--- src/rtl/channel_to_pixel_pkg.sv ---
// Shared widths and state encoding for channel_to_pixel and its divider.
// VGA_VER_RES mirrors the shared VGA header value.
package channel_to_pixel_pkg;

   localparam int VGA_VER_RES        = 480;
   localparam int RW                 = $clog2(VGA_VER_RES);
   localparam int MAX_CHAN_COUNT_DEF = 10;

   function automatic int chan_w(input int n);
      return (n > 1) ? $clog2(n) : 1;
   endfunction

   localparam int CW = chan_w(MAX_CHAN_COUNT_DEF);

   localparam logic [2:0] ST_IDLE = 3'd0;
   localparam logic [2:0] ST_DIV  = 3'd1;
   localparam logic [2:0] ST_MUL  = 3'd2;
   localparam logic [2:0] ST_CALC = 3'd3;
   localparam logic [2:0] ST_RESP = 3'd4;

endpackage

--- src/rtl/channel_to_pixel_seq_divider.sv ---
// Iterative restoring divider, one quotient bit per cycle, MSB first (W >= 2).
// Latency: W cycles after start; done flags the cycle that computes the last bit.
// Backpressure: none; quotient holds after the last bit until the next start.
module seq_divider #(
   parameter int W = 8
) (
   input  logic         clk,
   input  logic         rst_n,
   input  logic         start,
   input  logic [W-1:0] dividend,
   input  logic [W-1:0] divisor,
   output logic         done,
   output logic [W-1:0] quotient
);

   localparam int CNTW = $clog2(W + 1);

   logic            busy;
   logic [CNTW-1:0] cnt;
   logic [W-1:0]    dvsr;
   logic [W-1:0]    rem;
   logic [W:0]      trial;
   logic            ge;

   // The dividend is shifted out of the quotient register as quotient bits shift in.
   assign trial = {rem, quotient[W-1]};
   assign ge    = (trial >= {1'b0, dvsr});
   assign done  = busy && (cnt == CNTW'(1));

   always_ff @(posedge clk) begin
      if (!rst_n) begin
         busy     <= 1'b0;
         cnt      <= '0;
         dvsr     <= '0;
         rem      <= '0;
         quotient <= '0;
      end else if (start) begin
         busy     <= 1'b1;
         cnt      <= CNTW'(W);
         dvsr     <= divisor;
         rem      <= '0;
         quotient <= dividend;
      end else if (busy) begin
         rem      <= ge ? W'(trial - {1'b0, dvsr}) : trial[W-1:0];
         quotient <= {quotient[W-2:0], ge};
         cnt      <= cnt - CNTW'(1);
         if (cnt == CNTW'(1)) busy <= 1'b0;
      end
   end

endmodule

--- src/rtl/channel_to_pixel.sv ---
// Channel + sample -> band offset/height and screen row. Option macro: CHANNEL_TO_PIXEL_GAP_EN.
// Latency: miss 1 cycle, hit RW+SAMPLE_WIDTH+2 cycles after accept; one request in flight.
// Backpressure: req_ready only in IDLE; response held stable until rsp_ready.
module channel_to_pixel
   import channel_to_pixel_pkg::*;
#(
   parameter int MAX_CHAN_COUNT = MAX_CHAN_COUNT_DEF,
   parameter int OFFSET         = 0,
   parameter int SAMPLE_WIDTH   = 8
) (
   input  logic                              clk,
   input  logic                              rst_n,
   input  logic [MAX_CHAN_COUNT-1:0]         channel_enable,
   input  logic                              req_valid,
   output logic                              req_ready,
   input  logic [chan_w(MAX_CHAN_COUNT)-1:0] req_channel,
   input  logic [SAMPLE_WIDTH-1:0]           req_sample,
   output logic                              rsp_valid,
   input  logic                              rsp_ready,
   output logic                              rsp_hit,
   output logic [RW-1:0]                     rsp_row,
   output logic [RW-1:0]                     rsp_offset,
   output logic [RW-1:0]                     rsp_height
);

   localparam int CH_W = chan_w(MAX_CHAN_COUNT);
   localparam int NW   = $clog2(MAX_CHAN_COUNT + 1);
   localparam int SW   = SAMPLE_WIDTH;
   localparam int PW   = SW + RW;
   localparam int MW   = (SW > 1) ? $clog2(SW) : 1;

   if (((VGA_VER_RES - OFFSET) / MAX_CHAN_COUNT) < 2) begin : g_height_chk
      $error("channel_to_pixel: band height below 2 rows for MAX_CHAN_COUNT channels");
   end

   logic [2:0]    state;
   logic [NW-1:0] cnt_c, vis_c, vis_q;
   logic          chan_en_c, hit_c, accept;
   logic          div_done;
   logic [RW-1:0] height, dh, off_c, row_c;
   logic [SW-1:0] sample_sh;
   logic [PW-1:0] acc;
   logic [MW-1:0] mcnt;

   assign req_ready = (state == ST_IDLE);
   assign rsp_valid = (state == ST_RESP);
   assign accept    = req_ready && req_valid;

   always_comb begin
      cnt_c     = '0;
      vis_c     = '0;
      chan_en_c = 1'b0;
      for (int i = 0; i < MAX_CHAN_COUNT; i++) begin
         if (channel_enable[i]) begin
            cnt_c = cnt_c + NW'(1);
            if (CH_W'(i) < req_channel) vis_c = vis_c + NW'(1);
            if (CH_W'(i) == req_channel) chan_en_c = 1'b1;
         end
      end
      hit_c = chan_en_c && (cnt_c != '0);
   end

   seq_divider #(.W(RW)) u_div (
      .clk      (clk),
      .rst_n    (rst_n),
      .start    (accept && hit_c),
      .dividend (RW'(VGA_VER_RES - OFFSET)),
      .divisor  ({{(RW-NW){1'b0}}, cnt_c}),
      .done     (div_done),
      .quotient (height)
   );

`ifdef CHANNEL_TO_PIXEL_GAP_EN
   assign dh = height - RW'(1);
`else
   assign dh = height;
`endif

   // acc[PW-1:SW] is the scaled sample, always below dh, so the row stays inside the band.
   assign off_c = RW'(OFFSET) + height * {{(RW-NW){1'b0}}, vis_q};
   assign row_c = off_c + dh - RW'(1) - acc[PW-1:SW];

   always_ff @(posedge clk) begin
      if (!rst_n) begin
         state      <= ST_IDLE;
         rsp_hit    <= 1'b0;
         rsp_row    <= '0;
         rsp_offset <= '0;
         rsp_height <= '0;
         vis_q      <= '0;
         sample_sh  <= '0;
         acc        <= '0;
         mcnt       <= '0;
      end else begin
         case (state)
            ST_IDLE: begin
               if (req_valid) begin
                  rsp_hit    <= 1'b0;
                  rsp_row    <= '0;
                  rsp_offset <= '0;
                  rsp_height <= '0;
                  vis_q      <= vis_c;
                  sample_sh  <= req_sample;
                  acc        <= '0;
                  mcnt       <= MW'(SW - 1);
                  state      <= hit_c ? ST_DIV : ST_RESP;
               end
            end
            ST_DIV: begin
               if (div_done) state <= ST_MUL;
            end
            ST_MUL: begin
               // MSB-first shift-add: acc = acc*2 + bit*dh.
               acc       <= {acc[PW-2:0], 1'b0} + (sample_sh[SW-1] ? PW'(dh) : '0);
               sample_sh <= sample_sh << 1;
               if (mcnt == '0) state <= ST_CALC;
               else            mcnt  <= mcnt - MW'(1);
            end
            ST_CALC: begin
               rsp_hit    <= 1'b1;
               rsp_row    <= row_c;
               rsp_offset <= off_c;
               rsp_height <= height;
               state      <= ST_RESP;
            end
            ST_RESP: begin
               if (rsp_ready) state <= ST_IDLE;
            end
            default: state <= ST_IDLE;
         endcase
      end
   end

endmodule

--- config.mk ---
export PLATFORM = sky130hd
export DESIGN_NAME = channel_to_pixel
export DESIGN_NICKNAME = d
export VERILOG_FILES = /design/src/rtl/channel_to_pixel_pkg.sv /design/src/rtl/channel_to_pixel_seq_divider.sv /design/src/rtl/channel_to_pixel.sv
export SDC_FILE = /design/constraint.sdc
export NUM_CORES = 1
export LEC_CHECK = 0
export CAP_MARGIN = 20
export CORE_UTILIZATION = 38
export DETAILED_ROUTE_END_ITERATION = 12
export PLACE_DENSITY = 0.61
export SLEW_MARGIN = 30
export SYNTH_ARGS = -nofsm -noshare
export SYNTH_HDL_FRONTEND = slang
export SYNTH_SLANG_ARGS = --single-unit
--- constraint.sdc ---
create_clock -name clk -period 7.7 [get_ports clk]
set_input_delay 1.54 -clock clk [delete_from_list [all_inputs] [get_ports clk]]
set_output_delay 1.54 -clock clk [all_outputs]
set_load 0.1 [all_outputs]
After elaboration in Yosys (flattened, before gate mapping)
Index checks and enable logic that the tools add are counted.
{ "totals": {"register_bits": 90, "in_bits": 26, "elab_cells": 168} }
{ "op_classes": {"n_addsub": 25, "mul": 1, "order_cmp": 11, "n_eq_ne": 19, "mux": 78, "bitwise_logic": 1, "n_reduce_logical": 17} }
{ "op_table": {"columns": ["op", "n"], "rows": [
  ["$mux 4", 29],
  ["$add 4x1->4 const B", 18],
  ["$pmux 9 s2", 3],
  ["$mux 9", 5],
  ["$pmux 17 s2", 1],
  ["$mux 1", 27],
  ["$mux 3", 7],
  ["$add 17x9->17", 1],
  ["$mux 17", 1],
  ["$eq 3x4->1 const A", 4],
  ["$lt 3x4->1 const A", 4],
  ["$pmux 8 s2", 1],
  ["$pmux 3 s5", 1],
  ["$ge 10x4->1", 1],
  ["$add 9x9->9", 1],
  ["$mul 9x4->9", 1],
  ["$sub 9x1->9 const B", 1],
  ["$sub 9x4->9", 1],
  ["$sub 9x9->9", 1],
  ["$eq 2x4->1 const A", 2],
  ["$eq 4x4->1 const A", 2],
  ["$lt 1x4->1 const A", 2],
  ["$lt 2x4->1 const A", 2],
  ["$lt 4x4->1 const A", 2],
  ["22 further kinds", 34]
]} }

Longest topological paths before layout
{ "logic_depth": {"depth_word": 30, "ltp_mapped": 29, "ltp_nobuf": 28} }

Hierarchy
From an unflattened synthesis, not the netlist that was laid out.
{ "unflattened": {"cells_unflattened": 948, "hier_area_um2": 7773.7} }
{ "modules_own_cells": {"columns": ["module", "instances", "cells_per_inst", "area_each_um2", "seq_area_each_um2"], "rows": [
  ["channel_to_pixel", 1, 734, 5896.9, 1261.2],
  ["seq_divider", 1, 214, 1876.8, 640.6]
]} }

Worst setup path before layout
No wires, ideal clock.
{ "synth_path": {"path_kind": "input to register", "startpoint": "input port channel_enable[0]", "endpoint": "register u_div.busy", "arrival_time_ns": 6.381, "required_ns": 7.585, "slack_ns": 1.204, "stages": 28, "cell_sequence": "inv_1 -> ha_1 -> xor2_1 -> ha_1 -> nand2_1 -> o31ai_2 -> ha_1 -> mux2i_1 -> inv_1 -> ha_1 -> nand2_1 -> o21ai_0 -> ha_1 -> o22ai_1 -> a31oi_1 -> ha_1 -> mux2_2 -> ha_1 -> nand2b_1 -> o21a_1 -> ha_1 -> xor2_1 -> nor3_1 -> a22oi_1 -> o211a_1 -> buf_4 -> buf_6 -> o21a_1"} }
{ "synth_between": {"elab_chain_len": 23, "elab_cells_between_ends": 42, "cone_classes": "add/sub: 9; mux: 30; reduce/logical: 3"} }
{ "synth_lines": {"columns": ["item", "line_no", "rtl"], "rows": [
  ["from (decl)", "channel_to_pixel.sv:13", "input logic [MAX_CHAN_COUNT-1:0] channel_enable,"],
  ["$mux 1", "channel_to_pixel.sv:54", "if (channel_enable[i]) begin"],
  ["$add 4x1->4", "channel_to_pixel.sv:55", "cnt_c = cnt_c + NW'(1);"],
  ["$mux 4", "channel_to_pixel.sv:54", null],
  ["$add 4x1->4", "channel_to_pixel.sv:55", null],
  ["$mux 4", "channel_to_pixel.sv:54", null],
  ["$add 4x1->4", "channel_to_pixel.sv:55", null],
  ["$mux 4", "channel_to_pixel.sv:54", null],
  ["$add 4x1->4", "channel_to_pixel.sv:55", null],
  ["[7 not listed]", null, null],
  ["$add 4x1->4", "channel_to_pixel.sv:55", null],
  ["$mux 4", "channel_to_pixel.sv:54", null],
  ["$add 4x1->4", "channel_to_pixel.sv:55", null],
  ["$mux 4", "channel_to_pixel.sv:54", null],
  ["$reduce_bool 4->1", "channel_to_pixel.sv:60", "hit_c = chan_en_c && (cnt_c != '0);"],
  ["$logic_and 1x1->1 (*)", "channel_to_pixel.sv:60", null],
  ["$logic_and 1x1->1 (*)", "channel_to_pixel.sv:66", ".start (accept && hit_c),"],
  ["$mux 1 (*)", "channel_to_pixel_seq_divider.sv:37", "end else if (start) begin"],
  ["to (signal assigned)", "channel_to_pixel_seq_divider.sv:32", "busy <= 1'b0;"],
  ["to (signal assigned)", "channel_to_pixel_seq_divider.sv:38", "busy <= 1'b1;"],
  ["to (signal assigned)", "channel_to_pixel_seq_divider.sv:47", "if (cnt == CNTW'(1)) busy <= 1'b0;"],
  ["to (decl)", "channel_to_pixel_seq_divider.sv:18", "logic busy;"]
]} }
Every way passes the cells marked *; elsewhere a longest branch is shown, timed or not.
A chain may end at the register's enable or synchronous reset.

Worst setup path in the final report
{ "layout_path": {"startpoint": "input port channel_enable[1]", "endpoint": "register u_div.cnt[1]"} }
{ "layout_between": {"elab_chain_len": 21, "elab_cells_between_ends": 38, "cone_classes": "add/sub: 8; mux: 26; reduce/logical: 4"} }
{ "layout_lines": {"columns": ["item", "line_no", "rtl"], "rows": [
  ["$mux 4", "channel_to_pixel.sv:54", null],
  ["$add 4x1->4", "channel_to_pixel.sv:55", null],
  ["$mux 4", "channel_to_pixel.sv:54", null],
  ["$add 4x1->4", "channel_to_pixel.sv:55", null],
  ["$mux 4", "channel_to_pixel.sv:54", null],
  ["$add 4x1->4", "channel_to_pixel.sv:55", null],
  ["$mux 4", "channel_to_pixel.sv:54", null],
  ["$add 4x1->4", "channel_to_pixel.sv:55", null],
  ["[5 not listed]", null, null],
  ["$add 4x1->4", "channel_to_pixel.sv:55", null],
  ["$mux 4", "channel_to_pixel.sv:54", null],
  ["$add 4x1->4", "channel_to_pixel.sv:55", null],
  ["$mux 4", "channel_to_pixel.sv:54", null],
  ["$reduce_bool 4->1", "channel_to_pixel.sv:60", null],
  ["$logic_and 1x1->1 (*)", "channel_to_pixel.sv:60", null],
  ["$logic_and 1x1->1 (*)", "channel_to_pixel.sv:66", null],
  ["$reduce_or 2->1 (no line) (*)", null, null],
  ["to (signal assigned)", "channel_to_pixel_seq_divider.sv:39", "cnt <= CNTW'(W);"],
  ["to (signal assigned)", "channel_to_pixel_seq_divider.sv:46", "cnt <= cnt - CNTW'(1);"],
  ["to (decl)", "channel_to_pixel_seq_divider.sv:19", "logic [CNTW-1:0] cnt;"]
]} }
Marks and branches as above.

==> impl_metrics.yaml <==
timing:
  holdWs_ns: 0.462
  worstMarginPinSlew_ns: 1.02
  min_period_ns: 7.19
  min_period_over_period_pct: 93.4
  fmax_mhz: 139
  max-slew-margin-rel_pct: 32.1
  rsz0062_at_grt: "no"
  maxSlewViolCount: 0
  clock-skew-final_ns: 0.00901
  hold_violations: 0
  tns_ns: 0
  final-setup-viol-count: 0
synth:
  synth_cell_type_count: 80
  synthTopCellsByArea: "dfxtp_1, ha_1, xnor2_1"
  synth_flop_cell: "dfxtp_1"
  ys_warn_count: 0
  synth_edf_count: 0
  syn-num-nets: 1007
  synthesis.area_mm2: 0.00742
  synth_top_area_cell: "dfxtp_1"
  synthArstFlopShare_pct: 0
  synthCells: 911
  ys_seq_elements: 90
  synth_top_area_share_pct: 24.3
  seq_area_frac_synth_pct: 24.3
  postSynthAreaPerCell_um2: 8.14
power_and_ir_drop:
  p_total_mw: 1.70
  ir_drop_v: 0.000129
  power_density_mw_per_mm2: 202
  p_leak_nw: 3.29
die:
  initial_utilization_pct: 39.3
  coreArea_mm2: 0.0189
  rows: 50
  ios: 56
  die_w_um: 142
  die_h_um: 142
  dieArea_mm2: 0.0201
clocking:
  cts_tree: "yes"
  htreeDepth: 3
  cts_root_buf: "clkbuf_16"
  ctsHoldBuffers: 0
  cts_num_sinks: 90
  postCtsSetupBuffers: 0
  clock_path_buffers: 2
  clk_latency_ns: 0.35
  clkSlewWorstSetupHoldPaths_ns: 0.06
  cts_inserted_buffers: 9
  cts.repair.resized: 0
worst_setup_path:
  crit_type: "input pin to register"
  slowest_stage: "clkdlybuf4s50_1"
  cp_data_required_time_ns: 7.95
  cpMostUsedCell: "ha_1"
  cp_slowest_stage_delay_ns: 0.58
  cp-start-kind: "input pin"
  arrival_ns: 7.44
  critical_path.top_delay_family: "adder cells"
  end_kind: "register"
  path_buf_inv: 4
  critPathMaxFanout: 27
grt:
  grt_pass1_vias: 6048
  antenna_found_initial: 0
  grt_pass1_wl_um: 29400
  grt-ovfl-total: 0
  grt_max_degree: 70
  grtUsageTotal_pct: 18.0
job:
  cap_viol_max_count: 0
cells_and_area:
  design_area_mm2: 0.00844
  nFillCells: 1952
  drive_above_1_share_pct: 7.55
  multiInputGateArea_mm2: 0.00511
  seqCellArea_mm2: 0.00180
  fin_nets: 1033
  syn_to_final_growth_pct: 13.7
  insertedDiodeCount: 0
  final_cells: 1201
routing:
  ant_nets: 0
  drtIter0Drc: 367
  wire_per_inst_um: 14.4
  wl_um: 17300
  drt_first_pass_iters: 5
  dr_total_vias: 6276
  drc: 0
  avgViaCountPerCell: 5.23
outcome:
  status: "completed"
place:
  gp_congestion: 0.860
  dp.cells: 1186
  port_buffers: 55
  hpwl_um: 12600
  dpl_cell_area_mm2: 0.00815
hold_path:
  hold_path_class: "register to register"
## report_power, final
group	leakage, nW	switching [mW]	internal (mW)
Sequential	0.730	0.0485	0.497
Clock	0.133	0.194	0.252
Combinational	2.43	0.391	0.321
## cell usage after synthesis (all sizes together), types with 4 or more instances
library cell  number
xor2              17
xnor3              5
and3               4
o211ai             8
nor4               4
mux2               6
o21bai            12
a311oi            10
and2              31
nor3              26
nand2b            10
a21oi             73
o22ai              5
o21ai             22
mux2i             21
nor2              55
dfxtp             90
xnor2             57
a21o               7
nand3             50
nand4              5
fa                22
a2111oi            5
ha                48
a211oi             8
nand2            114
o21a              13
inv               68
clkbuf            37
a31oi             12
buf               15
o31ai              6
## worst register-to-register path: cells and delay by family, from the launching register on
kind,cells,cell delay [ns]
flip-flops,1,0.64
XOR/XNOR,2,0.35
AND/OR/NAND/NOR,2,0.23
AO/OA/AOI/OAI,6,1.02
adder cells (fa/ha/maj),5,2.22
buffers and inverters,1,0.06
## logic make-up after synthesis
group	synth area share [%]
AND/OR/NAND/NOR	20.2
XOR/XNOR	11.3
multiplexers	3.74
buffers and inverters	6.95
AO/OA/AOI/OAI	19.5
flip-flops	24.3
adder cells (fa/ha/maj)	14.0
## state kept, by name, summed over array words and instances (netlist names), 3 cells and up
register,cells
vis_q,4
rsp_height,9
u_div.quotient,9
u_div.dvsr,4
acc,17
state,3
sample_sh,8
u_div.cnt,4
u_div.rem,9
mcnt,3
rsp_row,9
rsp_offset,9
## layout make-up
class                           instances  share of cell area [%]
Clock inverter                          5                   0.756
Multi-Input combinational cell        700                    60.6
Tap cell                              260                    3.86
Sequential cell                        90                    21.4
Clock buffer                           10                    2.71
Inverter                               68                    3.06
Timing Repair Buffer                   68                    7.71
## metal layers
layer | up-vias | routed length [um] | GRT usage [%]
li1 | 3217 | - | -
met1 | 2964 | 8480 | 24.1
met2 | 78 | 8180 | 30.3
met3 | 17 | 434 | 2.43
met4 | 0 | 185 | 4.81
met5 | - | 0 | 0
## per-stage QoR
stage | util [%] | worst slack (ns)
final | 44.7 | 0.510
after global placement | 43.1 | 0.311
after floorplan | - | 1.20
after global routing | 44.7 | 0.102
after detailed placement | 43.1 | 0.160
after CTS | 44.7 | 0.497
## final timing paths
path / from / to / slack (ns) / cells past startpoint
worst max-delay path: channel_enable[1] / u_div.cnt[1] / 0.51 / 28
worst min-delay path: u_div.dvsr[2] / u_div.dvsr[2] / 0.46 / 2
worst max register to register: u_div.quotient[0] / rsp_row[8] / 3.13 / 16
worst min register to register: u_div.dvsr[2] / u_div.dvsr[2] / 0.46 / 2
## cells in the final DEF (no fill, tap or decap), types with 6 or more instances in the layout
| cell | count |
|---|---|
| a211oi_1 | 8 |
| a21o_1 | 7 |
| a21oi_1 | 73 |
| a311oi_1 | 10 |
| a31oi_1 | 12 |
| and2_1 | 27 |
| buf_4 | 12 |
| clkbuf_16 | 9 |
| clkdlybuf4s50_1 | 53 |
| dfxtp_1 | 90 |
| fa_1 | 22 |
| ha_1 | 48 |
| inv_1 | 65 |
| mux2_2 | 6 |
| mux2i_1 | 21 |
| nand2_1 | 111 |
| nand2b_1 | 10 |
| nand3_1 | 50 |
| nor2_1 | 55 |
| nor3_1 | 26 |
| o211ai_1 | 8 |
| o21a_1 | 12 |
| o21ai_0 | 17 |
| o21bai_1 | 12 |
| xnor2_1 | 52 |
| xor2_1 | 16 |
Note: power is estimated with default switching activity, not from simulation.
